File: config.mk
export PLATFORM = sky130hd
export DESIGN_NAME = fifo_stream_reader_flat
export DESIGN_NICKNAME = d
export VERILOG_FILES = /design/src/rtl/fifo_stream_reader_if.sv /design/src/rtl/fifo_stream_reader.sv /design/src/flat_wrapper.sv
export SDC_FILE = /design/constraint.sdc
export NUM_CORES = 1
export LEC_CHECK = 0
export BUFFER_PORTS_ARGS = -buffer_cell sky130_fd_sc_hd__buf_2
export CAP_MARGIN = 40
export CORE_ASPECT_RATIO = 0.75
export CORE_UTILIZATION = 29
export DETAILED_ROUTE_END_ITERATION = 12
export SLEW_MARGIN = 20
export SYNTH_ARGS = -nofsm -noshare
export SYNTH_HDL_FRONTEND = slang
export SYNTH_SLANG_ARGS = --single-unit
File: constraint.sdc
create_clock -name rclk -period 3.6 [get_ports rclk]
set_input_delay 0.36 -clock rclk [delete_from_list [all_inputs] [get_ports rclk]]
set_output_delay 0.36 -clock rclk [all_outputs]
set_load 0.05 [all_outputs]
File: src/rtl/fifo_stream_reader_if.sv
// Wide output stream of fifo_stream_reader: valid/ready beat with per-word keep
// mask and packet-end marker.
interface fifo_stream_reader_if #(
  parameter int unsigned WIDTH = 8,
  parameter int unsigned PACK  = 4
);
  logic                  m_valid;
  logic                  m_ready;
  logic [WIDTH*PACK-1:0] m_data;
  logic [PACK-1:0]       m_keep;
  logic                  m_last;

  modport master (
    output m_valid,
    output m_data,
    output m_keep,
    output m_last,
    input  m_ready
  );

  modport slave (
    input  m_valid,
    input  m_data,
    input  m_keep,
    input  m_last,
    output m_ready
  );
endinterface

File: src/rtl/fifo_stream_reader.sv
// Drains a show-ahead FIFO read port, packs PACK words per output beat, tags
// every BURST-th beat with m_last and supports flushing a partial beat.
module fifo_stream_reader #(
  parameter int unsigned WIDTH = 8,
  parameter int unsigned PACK  = 4,
  parameter int unsigned BURST = 4
) (
  input  logic             rclk,
  input  logic             rstn,
  input  logic             empty,
  input  logic [WIDTH-1:0] fifo_dout,
  output logic             pop,
  input  logic             flush,
  output logic             busy,
  fifo_stream_reader_if.master m
);

  localparam int unsigned CNT_W  = $clog2(PACK) + 1;
  localparam int unsigned BCNT_W = $clog2(BURST) + 1;
  localparam logic [CNT_W-1:0]  LAST_SLOT = CNT_W'(PACK - 1);
  localparam logic [BCNT_W-1:0] LAST_BEAT = BCNT_W'(BURST - 1);

  logic [CNT_W-1:0]      cnt_q, cnt_d;
  logic [BCNT_W-1:0]     bcnt_q, bcnt_d;
  logic [WIDTH*PACK-1:0] pack_q, pack_d;
  logic                  flush_pend_q, flush_pend_d;
  logic                  m_valid_q, m_valid_d;
  logic [WIDTH*PACK-1:0] m_data_q, m_data_d;
  logic [PACK-1:0]       m_keep_q, m_keep_d;
  logic                  m_last_q, m_last_d;

  logic                  out_free;
  logic                  pop_last;
  logic                  flush_load;
  logic                  beat_last;
  logic [WIDTH*PACK-1:0] pack_w;
  logic [PACK-1:0]       keep_mask;

  assign out_free   = !m_valid_q || m.m_ready;
  // Pending flush blocks pops so the partial beat is exactly what was held.
  assign pop        = rstn && !empty && !flush_pend_q && ((cnt_q < LAST_SLOT) || out_free);
  assign pop_last   = pop && (cnt_q == LAST_SLOT);
  assign flush_load = flush_pend_q && (cnt_q != '0) && out_free;

  always_comb begin
    pack_w    = pack_q;
    keep_mask = '0;
    for (int unsigned i = 0; i < PACK; i++) begin
      if (pop && (CNT_W'(i) == cnt_q)) pack_w[i*WIDTH +: WIDTH] = fifo_dout;
      keep_mask[i] = (CNT_W'(i) < cnt_q);
    end
  end

  always_comb begin
    cnt_d        = cnt_q;
    bcnt_d       = bcnt_q;
    pack_d       = pack_w;
    flush_pend_d = flush_pend_q;
    m_valid_d    = m_valid_q;
    m_data_d     = m_data_q;
    m_keep_d     = m_keep_q;
    m_last_d     = m_last_q;
    beat_last    = 1'b0;

    if (m_valid_q && m.m_ready) m_valid_d = 1'b0;
    if (pop) cnt_d = cnt_q + CNT_W'(1);

    // Slots are zeroed on every beat load, so a partial beat's unfilled
    // slots already read as zero.
    if (pop_last || flush_load) begin
      beat_last = flush_load || flush || (bcnt_q == LAST_BEAT);
      m_valid_d = 1'b1;
      m_data_d  = pack_w;
      m_keep_d  = pop_last ? '1 : keep_mask;
      m_last_d  = beat_last;
      bcnt_d    = beat_last ? '0 : bcnt_q + BCNT_W'(1);
      pack_d    = '0;
      cnt_d     = '0;
    end

    if (flush_pend_q && ((cnt_q == '0) || flush_load)) flush_pend_d = 1'b0;
    // A flush landing on a full-beat completion is folded into that beat.
    if (flush && !pop_last) flush_pend_d = 1'b1;
  end

  always_ff @(posedge rclk or negedge rstn) begin
    if (!rstn) begin
      cnt_q        <= '0;
      bcnt_q       <= '0;
      pack_q       <= '0;
      flush_pend_q <= 1'b0;
      m_valid_q    <= 1'b0;
      m_data_q     <= '0;
      m_keep_q     <= '0;
      m_last_q     <= 1'b0;
    end else begin
      cnt_q        <= cnt_d;
      bcnt_q       <= bcnt_d;
      pack_q       <= pack_d;
      flush_pend_q <= flush_pend_d;
      m_valid_q    <= m_valid_d;
      m_data_q     <= m_data_d;
      m_keep_q     <= m_keep_d;
      m_last_q     <= m_last_d;
    end
  end

  assign m.m_valid = m_valid_q;
  assign m.m_data  = m_data_q;
  assign m.m_keep  = m_keep_q;
  assign m.m_last  = m_last_q;
  assign busy      = (cnt_q != '0) || m_valid_q || flush_pend_q;

endmodule

File: src/flat_wrapper.sv
// flat-port wrapper written by rule: the top's interface ports become plain ports
module fifo_stream_reader_flat 
#(
  parameter int unsigned WIDTH = 8,
  parameter int unsigned PACK  = 4,
  parameter int unsigned BURST = 4
)
  (rclk, rstn, empty, fifo_dout, pop, flush, busy, m_m_valid, m_m_data, m_m_keep, m_m_last, m_m_ready);
  fifo_stream_reader_if #(.WIDTH(WIDTH), .PACK(PACK)) m_i ();
  input  logic rclk;
  input  logic rstn;
  input  logic empty;
  input  logic [WIDTH-1:0] fifo_dout;
  output logic pop;
  input  logic flush;
  output logic busy;
  output wire logic [$bits(m_i.m_valid)-1:0] m_m_valid;
  output wire logic [$bits(m_i.m_data)-1:0] m_m_data;
  output wire logic [$bits(m_i.m_keep)-1:0] m_m_keep;
  output wire logic [$bits(m_i.m_last)-1:0] m_m_last;
  input wire logic [$bits(m_i.m_ready)-1:0] m_m_ready;
  assign m_m_valid = m_i.m_valid;
  assign m_m_data = m_i.m_data;
  assign m_m_keep = m_i.m_keep;
  assign m_m_last = m_i.m_last;
  assign m_i.m_ready = m_m_ready;
  fifo_stream_reader #(.WIDTH(WIDTH), .PACK(PACK), .BURST(BURST)) u_core (.rclk(rclk), .rstn(rstn), .empty(empty), .fifo_dout(fifo_dout), .pop(pop), .flush(flush), .busy(busy), .m(m_i));
endmodule
==> reports/results.tsv, run 1 <==
stage	metric	value	unit
finish	fill cell count	1075	
logic_synthesis	Syn Inst Count	283	
worst_setup_path	CP Capture Point	u_core.m.m_data[3]	
clock_network	clock root cell	clkbuf_16	
clock_network	TritonCTS buffer count	9	
pwr	PD cells	949	nW/µm²
hold_path	min-delay worst type	input pin to flop	
worst_setup_path	beginning of the critical path	rstn	
outcome	status	finished clean	
clock_network	Skew-Pair Late Insertion Delay	0.34	ns
drt	vias	2314	
job	max cap viols	0	
drt	met3 wire length	414	µm
timing	Final TNS setup	0	ns
timing	minimum clock period	2.43	ns
logic_synthesis	sequential area share after synthesis	59.2	%
floorplanning	Die ar.	11700	µm²
logic_synthesis	Synth Warn #	0	
worst_setup_path	Worst R2R Path Depth	7	
grt	initial antenna violation count	0	
logic_synthesis	Distinct cells, synth	35	
logic_synthesis	Post-Syn Area	3260	µm²
worst_setup_path	Critical-path top delay cell	dlygate4sd3_1	
finish	nets@finish	355	
grt	largest net degree at the start of global routing	53	
timing	Max Clock Freq	411	MHz
clock_network	Post-CTS Setup Inserts	0	
floorplanning	Core Area	10900	µm²
drt	Via density	4.81	
worst_setup_path	max incr delay on CP	0.52	ns
floorplanning	num ports	53	
worst_setup_path	CP dominant cell by count	buf_4	
clock_network	Clock Sinks	77	
clock_network	Reg clk slew, reported paths	0.06	ns
drt	WL met1	3.88	mm
grt	aggregate global-route resource usage	14.2	%
timing	Slew @ Worst Pin	0.657	ns
placed_design	GP Congestion	0.748	
placed_design	Buffers on Ports	52	
timing	final number of setup-violating endpoints	0	
pwr	VDD IR-drop max	0.540	mV
worst_setup_path	reg2reg start	u_core.cnt_q[0]	
worst_setup_path	worst-path cell chain	dlygate4sd3_1, buf_4, nor3b_4, o211ai_2, buf_6, nand2_1, buf_4, a21oi_1	
timing	unrepaired setup endpoints after global routing	false	
worst_setup_path	Worst setup SP type	input pin	
grt	total grt overflow	0	
grt	first-pass GRT wire length	12.7	mm
logic_synthesis	Post-Syn Area per Cell	11.5	µm²
finish	proportion of layout cells with a drive suffix above 1	25.5	%
timing	Hold Vio Cnt, Final	0	
pwr	Pleak	2.11	nW
floorplanning	Initial Util	29.8	%
worst_setup_path	reg-to-reg endpoint	u_core.m.m_data[18]	
drt	max layer used	met4	
finish	Area Overhead vs Synth	23.2	%
clock_network	post-cts sizing count	0	
clock_network	clk buf depth	2	
placed_design	Final HPWL DP	5.25	mm
worst_setup_path	nature of the critical path endpoint	flop	
worst_setup_path	reg-to-reg slack, setup	1.27	ns
floorplanning	cell row count	33	
finish	diodes inserted	0	
drt	metal2 WL	3.36	mm
grt	vias in the first global route	2314	
worst_setup_path	CP Max Fanout	50	
drt	drt first pass iters	4	
logic_synthesis	synthesized flop and latch total	77	
worst_setup_path	Arrival @ worst endpoint	2.62	ns
drt	ANT nets after route	0	
worst_setup_path	kind of critical path	input pin to flop	
floorplanning	Die W	124	µm
timing	Final period util	67.6	%
hold_path	HP Start	flush	
drt	DRC	0	
pwr	total power	3.81	mW
clock_network	H-tree Lvls	3	
timing	Relative slew margins	56.1	%
worst_setup_path	CP Data Required Time	3.79	ns
timing	Fin Hold WS	0.273	ns
timing	clk_skew	0.00822	ns
drt	DRT iter0 DRCs	203	
timing	Final Slew Violations	0	
finish	Core Util, Final	36.7	%
clock_network	hold_buf cts	1	
clock_network	CTS tree	done	
drt	Routed WL	7.72	mm
logic_synthesis	syn nets	302	
floorplanning	Vert. Die Dim	93.8	µm
drt	Avg WL per Cell	16.1	µm
[metal layers]
metal  up-vias  track usage (%)
li1       1099                -
met1      1139             20.1
met2        67             21.0
met3         9             4.38
met4         0             3.71
met5         -                0
[power by group]
group / total (mW) / internal (mW) / switching (mW)
logic: 1.48 / 0.379 / 1.10
clock network: 1.04 / 0.682 / 0.360
registers: 1.29 / 1.14 / 0.148
[worst min path at each step]
stage	to	slack (ns)	depth (start not counted)
after floorplan	u_core.bcnt_q[0]	0.06	0
after global placement	u_core.m.m_valid	0.19	1
after detailed placement	u_core.flush_pend_q	0.19	1
after CTS	u_core.flush_pend_q	0.27	2
after global routing	u_core.flush_pend_q	0.27	2
final	u_core.flush_pend_q	0.27	2
[synthesized netlist by cell type, drive strengths merged]
master | instances | area share [%]
o2111ai | 1 | 0.81
o21a | 1 | 0.23
a21oi | 31 | 5.2
a22oi | 8 | 1.8
a211o | 1 | 0.27
and3 | 9 | 1.8
o211ai | 3 | 0.84
a32o | 1 | 0.31
mux2i | 24 | 7.4
o21ai | 1 | 0.15
nand3 | 13 | 2.2
buf | 13 | 3.3
nor2b | 1 | 0.19
a2bb2oi | 1 | 0.27
or3 | 3 | 0.61
inv | 6 | 0.69
nor2 | 26 | 3.0
a21o | 1 | 0.23
or3b | 1 | 0.35
clkbuf | 5 | 0.58
a211oi | 1 | 0.61
nand3b | 3 | 0.69
nor3b | 1 | 0.58
o311ai | 1 | 0.27
dfrtp | 77 | 59
nand2 | 18 | 2.1
ha | 6 | 2.3
nor3 | 24 | 3.7
nand2b | 2 | 0.38
[per-stage QoR]
stage | cells | setup slack [ns] | instance area [µm²]
6_report | 481 | 1.17 | 4010
2_1_floorplan | 283 | 1.74 | 3260
5_1_grt | 481 | 0.986 | 4010
3_3_place_gp | 461 | 1.21 | 3600
3_5_place_dp | 463 | 1.26 | 3640
4_1_cts | 480 | 1.16 | 3990
[sequential cells by signal, summed over array words and instances (netlist names)]
name                 flops
u_core.m.m_data         32
u_core.pack_q           32
u_core.m.m_keep          4
u_core.bcnt_q            3
u_core.cnt_q             3
u_core.flush_pend_q      1
u_core.m.m_last          1
u_core.m.m_valid         1
[cells by family (layout without fill, tap and decap cells)]
logic type,Yosys count,count (layout),synth area share [%]
AND/OR/NAND/NOR,101,101,15.5
flip-flops,77,77,59.2
AO/OA/AOI/OAI,51,51,11.1
buffers and inverters,24,82,4.61
adder cells (fa/ha/maj),6,6,2.30
multiplexers,24,24,7.38
[layout make-up]
cell class / instances / area (µm²) / share of cell area, %
Timing Repair Buffer: 60 / 362 / 9.01
Clock inverter: 7 / 121 / 3.02
Multi-Input combinational cell: 182 / 1180 / 29.4
Clock buffer: 9 / 225 / 5.61
Sequential cell: 77 / 1930 / 48.0
Inverter: 6 / 22.5 / 0.561
Tap cell: 140 / 175 / 4.37
[worst max-delay path, delay by kind of cell]
kind                   cells  cell delay (ns)
AO/OA/AOI/OAI              2             0.46
buffers and inverters      4             1.38
AND/OR/NAND/NOR            2             0.40
[layout by cell type, fill, tap and decap left out, drive strengths merged]
cell type    count
o311ai           1
a32o             1
a22oi            8
nor2b            1
nand3           13
a211oi           1
o2111ai          1
inv              8
nand3b           3
or3              3
buf             59
ha               6
dfrtp           77
nor2            26
nand2           18
a21o             1
clkinv           2
o21a             1
a2bb2oi          1
and3             9
clkbuf           9
nor3            24
a21oi           31
dlygate4sd3      1
o21ai            1
mux2i           24
nand2b           2
o211ai           3
bufinv           3
or3b             1
a211o            1
nor3b            1
No activity file was read; power rests on OpenSTA's default activity.
==> run 2: changes to the inputs <==
--- a/config.mk
+++ b/config.mk
@@ -5,6 +5,7 @@
 export SDC_FILE = /design/constraint.sdc
 export NUM_CORES = 1
 export LEC_CHECK = 0
+export ABC_AREA = 1
 export BUFFER_PORTS_ARGS = -buffer_cell sky130_fd_sc_hd__buf_2
 export CAP_MARGIN = 40
 export CORE_ASPECT_RATIO = 0.75
==> constraint.sdc (replaced) <==
create_clock -name rclk -period 2.45 [get_ports rclk]
set_input_delay 0.245 -clock rclk [delete_from_list [all_inputs] [get_ports rclk]]
set_output_delay 0.245 -clock rclk [all_outputs]
set_load 0.05 [all_outputs]
==> reports/results.tsv, run 2 <==
stage	metric	value	unit
logic_synthesis	Synth Flop Type	dfrtp_1	
worst_setup_path	Critical-path top delay cell	dfrtp_1	
logic_synthesis	Synth area leaders	dfrtp_1 54%, nand2_1 14%, nand3_1 6.6%	
pwr	VDD IR-drop max	0.452	mV
logic_synthesis	area leader, netlist	dfrtp_1	
placed_design	placed cell count	625	
finish	most common cell after layout, fill and taps aside	nand2_1	
clock_network	clock root cell	clkbuf_16	
timing	Final TNS setup	0	ns
floorplanning	Core Area	11800	µm²
logic_synthesis	simple-gate share of the synthesized area	33.1	%
floorplanning	Die ar.	12700	µm²
drt	ANT nets after route	0	
worst_setup_path	Worst setup SP type	flop	
placed_design	GP Congestion	0.844	
floorplanning	Initial Util	30.2	%
floorplanning	cell row count	34	
finish	nets@finish	494	
clock_network	Clock Sinks	77	
logic_synthesis	multiplexer share of the synthesized area	0	%
logic_synthesis	Post-Syn Area per Cell	8.45	µm²
logic_synthesis	Post-Synth Adder-Cell Area	2.11	%
timing	final number of setup-violating endpoints	0	
clock_network	H-tree Lvls	3	
finish	Area Overhead vs Synth	19.2	%
logic_synthesis	most frequent cell after synthesis	nand2_1	
drt	Avg WL per Cell	13.2	µm
placed_design	Final HPWL DP	5.89	mm
finish	proportion of layout cells with a drive suffix above 1	18.8	%
logic_synthesis	sequential area share after synthesis	54.2	%
logic_synthesis	synthesized flop and latch total	77	
hold_path	min-delay worst type	input pin to flop	
clock_network	Reg clk slew, reported paths	0.06	ns
worst_setup_path	CP dominant cell by count	inv_1	
timing	Final Slew Violations	0	
timing	Max Clock Freq	477	MHz
worst_setup_path	worst-path cell chain	inv_1, ha_1, nand2_1, inv_1, nand3_1, buf_2	
grt	largest net degree at the start of global routing	48	
floorplanning	num ports	53	
grt	aggregate global-route resource usage	14.6	%
logic_synthesis	main combinational cell family by area after synthesis	simple AND/OR/NAND/NOR gates	
logic_synthesis	Post-Syn Area	3560	µm²
worst_setup_path	kind of critical path	flop to output pin	
worst_setup_path	nature of the critical path endpoint	output pin	
logic_synthesis	Syn Inst Count	421	
grt	first-pass GRT wire length	14.0	mm
placed_design	Placement Cell Area	3940	µm²
clock_network	clk buf depth	2	
drt	Routed WL	8.49	mm
clock_network	CTS tree	done	
floorplanning	Die W	130	µm
finish	post-route cell area	4240	µm²
logic_synthesis	Distinct cells, synth	21	
drt	vias	2843	
timing	unrepaired setup endpoints after global routing	false	
logic_synthesis	syn nets	440	
grt	total grt overflow	0	
clock_network	Skew-Pair Late Insertion Delay	0.34	ns
job	max cap viols	0	
grt	initial antenna violation count	0	
timing	Relative slew margins	60.2	%
pwr	total power	5.63	mW
logic_synthesis	Yosys top cell area share	54.2	%
logic_synthesis	Synth Warn #	0	
floorplanning	Vert. Die Dim	97.9	µm
pwr	Pleak	2.36	nW
logic_synthesis	area fraction in compound gates after synthesis	0.563	%
timing	minimum clock period	2.10	ns
drt	DRT iter0 DRCs	255	
worst_setup_path	Arrival @ worst endpoint	1.85	ns
timing	Final period util	85.6	%
timing	Fin Hold WS	0.148	ns
timing	clk_skew	0.00670	ns
logic_synthesis	xor/xnor share of the synthesized area	0	%
timing	Hold Vio Cnt, Final	0	
timing	Slew @ Worst Pin	0.596	ns
finish	post-route insts no fill	642	
pwr	PD cells	1330	nW/µm²
drt	drt first pass iters	4	
logic_synthesis	number of enable flip-flop cells after synthesis	0	
logic_synthesis	most frequent cells after synthesis	135 x nand2_1, 77 x dfrtp_1, 51 x inv_1	
placed_design	Buffers on Ports	52	
drt	Via density	4.43	
grt	vias in the first global route	2731	
finish	diodes inserted	0	
worst_setup_path	max incr delay on CP	0.40	ns
worst_setup_path	CP Data Required Time	2.20	ns
finish	most frequent cells in the layout	135 x nand2_1, 77 x dfrtp_1, 51 x inv_1, 51 x buf_2, 47 x nand3_1	
logic_synthesis	Async S/R FF share, synth	100	%
outcome	status	finished clean	
clock_network	TritonCTS buffer count	9	
drt	DRC	0	
worst_setup_path	CP Max Fanout	11	
[run 2: cell count changes in the layout (fill, tap and decap cells not counted), sizes merged, moves of 19 or more]
cell	previous run	this run
a21oi	31	0
mux2i	24	0
inv	8	55
nor3	24	0
nand3	13	52
nand4	0	27
nor2	26	45
nand2	18	138
[run 2: path summary, 6_finish.rpt]
kind | from | endpoint | slack (ns) | cells after the start
worst min-delay path | fifo_dout[0] | u_core.m.m_data[24] | 0.15 | 3
max in group asynchronous | rstn | u_core.m.m_data[23] | 1.00 | 4
worst min register to register | u_core.m.m_data[17] | u_core.m.m_data[17] | 0.48 | 2
worst max register to register | u_core.cnt_q[0] | u_core.m.m_data[8] | 0.61 | 8
min in group asynchronous | rstn | u_core.pack_q[8] | 0.51 | 3
worst max-delay path | u_core.cnt_q[0] | busy | 0.35 | 6
[run 2: power by group]
part           internal (mW)  switching [mW]
clock network          0.809           0.506
registers               1.70           0.192
logic                  0.557            1.87
total                   3.07            2.56
[run 2: kinds of logic after synthesis]
| kind of cell | count (synthesis) |
|---|---|
| AO/OA/AOI/OAI | 3 |
| adder cells (fa/ha/maj) | 6 |
| buffers and inverters | 73 |
| flip-flops | 77 |
| AND/OR/NAND/NOR | 262 |
[run 2: critical path: cells and delay by family (launching register included)]
family | cells | cell delay [ns]
flip-flops | 1 | 0.40
buffers and inverters | 3 | 0.73
AND/OR/NAND/NOR | 2 | 0.21
adder cells (fa/ha/maj) | 1 | 0.18
[run 2: layer usage]
metal,share of wire [%],track usage (%),up-vias,routed length (µm)
met5,0,0,-,0
met4,1.6,5.37,0,136
met3,5.8,4.60,13,496
met2,43,20.0,67,3640
met1,50,21.3,1334,4220
li1,-,-,1429,-
[run 2: layout make-up]
cell class / count / area (µm²)
fillers: 1214 / 7550
well taps: 162 / 203
clock buffers: 11 / 243
multi-input cells: 271 / 1270
clock inverters: 5 / 50.0
inverters: 55 / 209
flip-flops and latches: 77 / 1930
repair buffers: 61 / 333
[run 2: stage by stage]
| stage | setup slack [ns] | utilization [%] |
|---|---|---|
| global route | 0.199 | 36.0 |
| CTS | 0.345 | 36.0 |
| detailed placement | 0.604 | 33.4 |
| finish | 0.354 | 36.0 |
| global placement | 0.686 | 33.4 |
| floorplan | 0.733 | - |
[run 2: what timing repair did]
item | in CTS | in global routing
gates resized for setup | 0 | 0
setup buffers | 0 | 0
hold buffers | 1 | 0
hold endpoints to repair | 30 | 0
==> run 3: changes to the inputs <==
--- a/config.mk
+++ b/config.mk
@@ -5,7 +5,7 @@
 export SDC_FILE = /design/constraint.sdc
 export NUM_CORES = 1
 export LEC_CHECK = 0
-export ABC_AREA = 1
+export ABC_CLOCK_PERIOD_IN_PS = 2450
 export BUFFER_PORTS_ARGS = -buffer_cell sky130_fd_sc_hd__buf_2
 export CAP_MARGIN = 40
 export CORE_ASPECT_RATIO = 0.75
==> reports/results.tsv, run 3 (synthesized netlist as in run 1, its figures left out) <==
stage	metric	value	unit
pwr	PD cells	1350	nW/µm²
placed_design	Final HPWL DP	5.30	mm
pwr	Net Switching	2.36	mW
finish	Area Overhead vs Synth	21.4	%
worst_setup_path	CP Data Required Time	2.20	ns
clock_network	CTS tree	done	
clock_network	clock root cell	clkbuf_16	
worst_setup_path	reg-to-reg endpoint	u_core.m.m_data[3]	
clock_network	clk buf depth	2	
timing	Fin Hold WS	0.00902	ns
finish	post-route insts no fill	482	
worst_setup_path	nature of the critical path endpoint	output pin	
placed_design	Placement Setup Slack	0.488	ns
floorplanning	num ports	53	
finish	diodes inserted	0	
clock_network	Clock Sinks	77	
floorplanning	Initial Util	29.8	%
timing	Max Clock Freq	474	MHz
finish	nets@finish	356	
timing	Slew @ Worst Pin	0.488	ns
timing	Final Slew Violations	0	
placed_design	Buffers on Ports	52	
placed_design	GP Congestion	0.746	
drt	ANT nets after route	0	
worst_setup_path	Worst R2R Path Depth	7	
finish	proportion of layout cells with a drive suffix above 1	26.0	%
hold_path	min-delay worst type	input pin to asynchronous set/reset pin	
drt	DRT iter0 DRCs	182	
grt	total grt overflow	0	
clock_network	TritonCTS buffer count	9	
outcome	status	finished clean	
worst_setup_path	kind of critical path	flop to output pin	
finish	most frequent cells in the layout	77 x dfrtp_1, 51 x buf_2, 27 x a21oi_1	
floorplanning	Core Area	10900	µm²
timing	Final period util	86.1	%
pwr	combinational fraction of design power	41.1	%
worst_setup_path	reg2reg start	u_core.cnt_q[0]	
timing	final number of setup-violating endpoints	0	
pwr	Flop pwr share	35.3	%
clock_network	post-cts sizing count	0	
floorplanning	cell row count	33	
pwr	VDD IR-drop max	0.913	mV
clock_network	Skew-Pair Late Insertion Delay	0.33	ns
drt	Via density	4.79	
grt	first-pass GRT wire length	13.1	mm
timing	Hold Vio Cnt, Final	0	
floorplanning	Die W	124	µm
timing	clk_skew	0.00682	ns
timing	final worst slack	0.341	ns
finish	Core Util, Final	36.1	%
drt	drt first pass iters	4	
drt	DRC	0	
worst_setup_path	worst-path cell chain	inv_1, ha_1, nand2b_1, or3_2, buf_2	
drt	vias	2309	
floorplanning	Die ar.	11700	µm²
grt	initial antenna violation count	0	
pwr	Switching Fraction	44.1	%
pwr	Pint	2.98	mW
timing	Final TNS setup	0	ns
worst_setup_path	Arrival @ worst endpoint	1.86	ns
clock_network	Post-CTS Setup Inserts	0	
drt	Routed WL	7.90	mm
grt	largest net degree at the start of global routing	51	
grt	aggregate global-route resource usage	14.6	%
pwr	Pleak	2.08	nW
drt	Avg WL per Cell	16.4	µm
grt	vias in the first global route	2407	
timing	Relative slew margins	67.3	%
worst_setup_path	Worst setup SP type	flop	
worst_setup_path	CP Max Fanout	7	
worst_setup_path	max incr delay on CP	0.47	ns
floorplanning	Vert. Die Dim	93.8	µm
placed_design	placed cell count	466	
timing	minimum clock period	2.11	ns
worst_setup_path	reg-to-reg slack, setup	0.47	ns
clock_network	Reg clk slew, reported paths	0.06	ns
timing	unrepaired setup endpoints after global routing	false	
worst_setup_path	Critical-path top delay cell	dfrtp_1	
pwr	Clock Power Share	23.6	%
finish	most common cell after layout, fill and taps aside	dfrtp_1	
clock_network	hold_buf cts	0	
job	max cap viols	0	
clock_network	H-tree Lvls	3	
[run 3: per-layer routing]
metal  vias up  global-route usage, %  share of wire, %
met5         -                      0                 0
met2        51                   21.0                43
met4         0                   3.61              0.77
met3         4                   4.16               4.5
met1      1150                   21.2                52
li1       1104                      -                 -
[run 3: critical path, delay by kind of cell, from the launching register on]
family / cells / cell delay [ns]
flops: 1 / 0.47
simple gates: 2 / 0.54
buf+inv: 2 / 0.37
fa+ha+maj: 1 / 0.17
[run 3: layout make-up]
cell class	count	area, µm²
inverter	6	22.5
clock buffer	11	253
multi-input combinational	182	1180
fill	1098	6990
timing repair buffer	61	363
tap	140	175
sequential	77	1930
clock inverter	5	33.8
[run 3: worst max path at each step]
stage | from | endpoint | slack [ns] | cells past startpoint
after global placement | u_core.cnt_q[0] | u_core.m.m_data[7] | 0.60 | 7
final | u_core.cnt_q[0] | busy | 0.34 | 5
after CTS | u_core.cnt_q[0] | busy | 0.34 | 5
after detailed placement | u_core.cnt_q[0] | u_core.m.m_data[3] | 0.49 | 7
after global routing | u_core.cnt_q[0] | busy | 0.26 | 5
after floorplan | u_core.m.m_valid | u_core.m.m_data[28] | 0.65 | 6
[run 3: metrics by stage]
step	area (µm²)	total power [mW]
after global placement	3640	4.05
after detailed placement	3670	4.11
after global routing	3950	5.64
after CTS	3950	5.39
after floorplan	3260	3.57
final	3950	5.34
[run 3: power by group through the flow]
stage | clock (mW) | sequential, mW | combinational, mW
global placement | 0 | 1.90 | 2.16
CTS | 1.29 | 1.89 | 2.21
floorplan | 0 | 2.75 | 0.821
global route | 1.35 | 1.94 | 2.36
finish | 1.26 | 1.88 | 2.19
detailed placement | 0 | 1.91 | 2.21
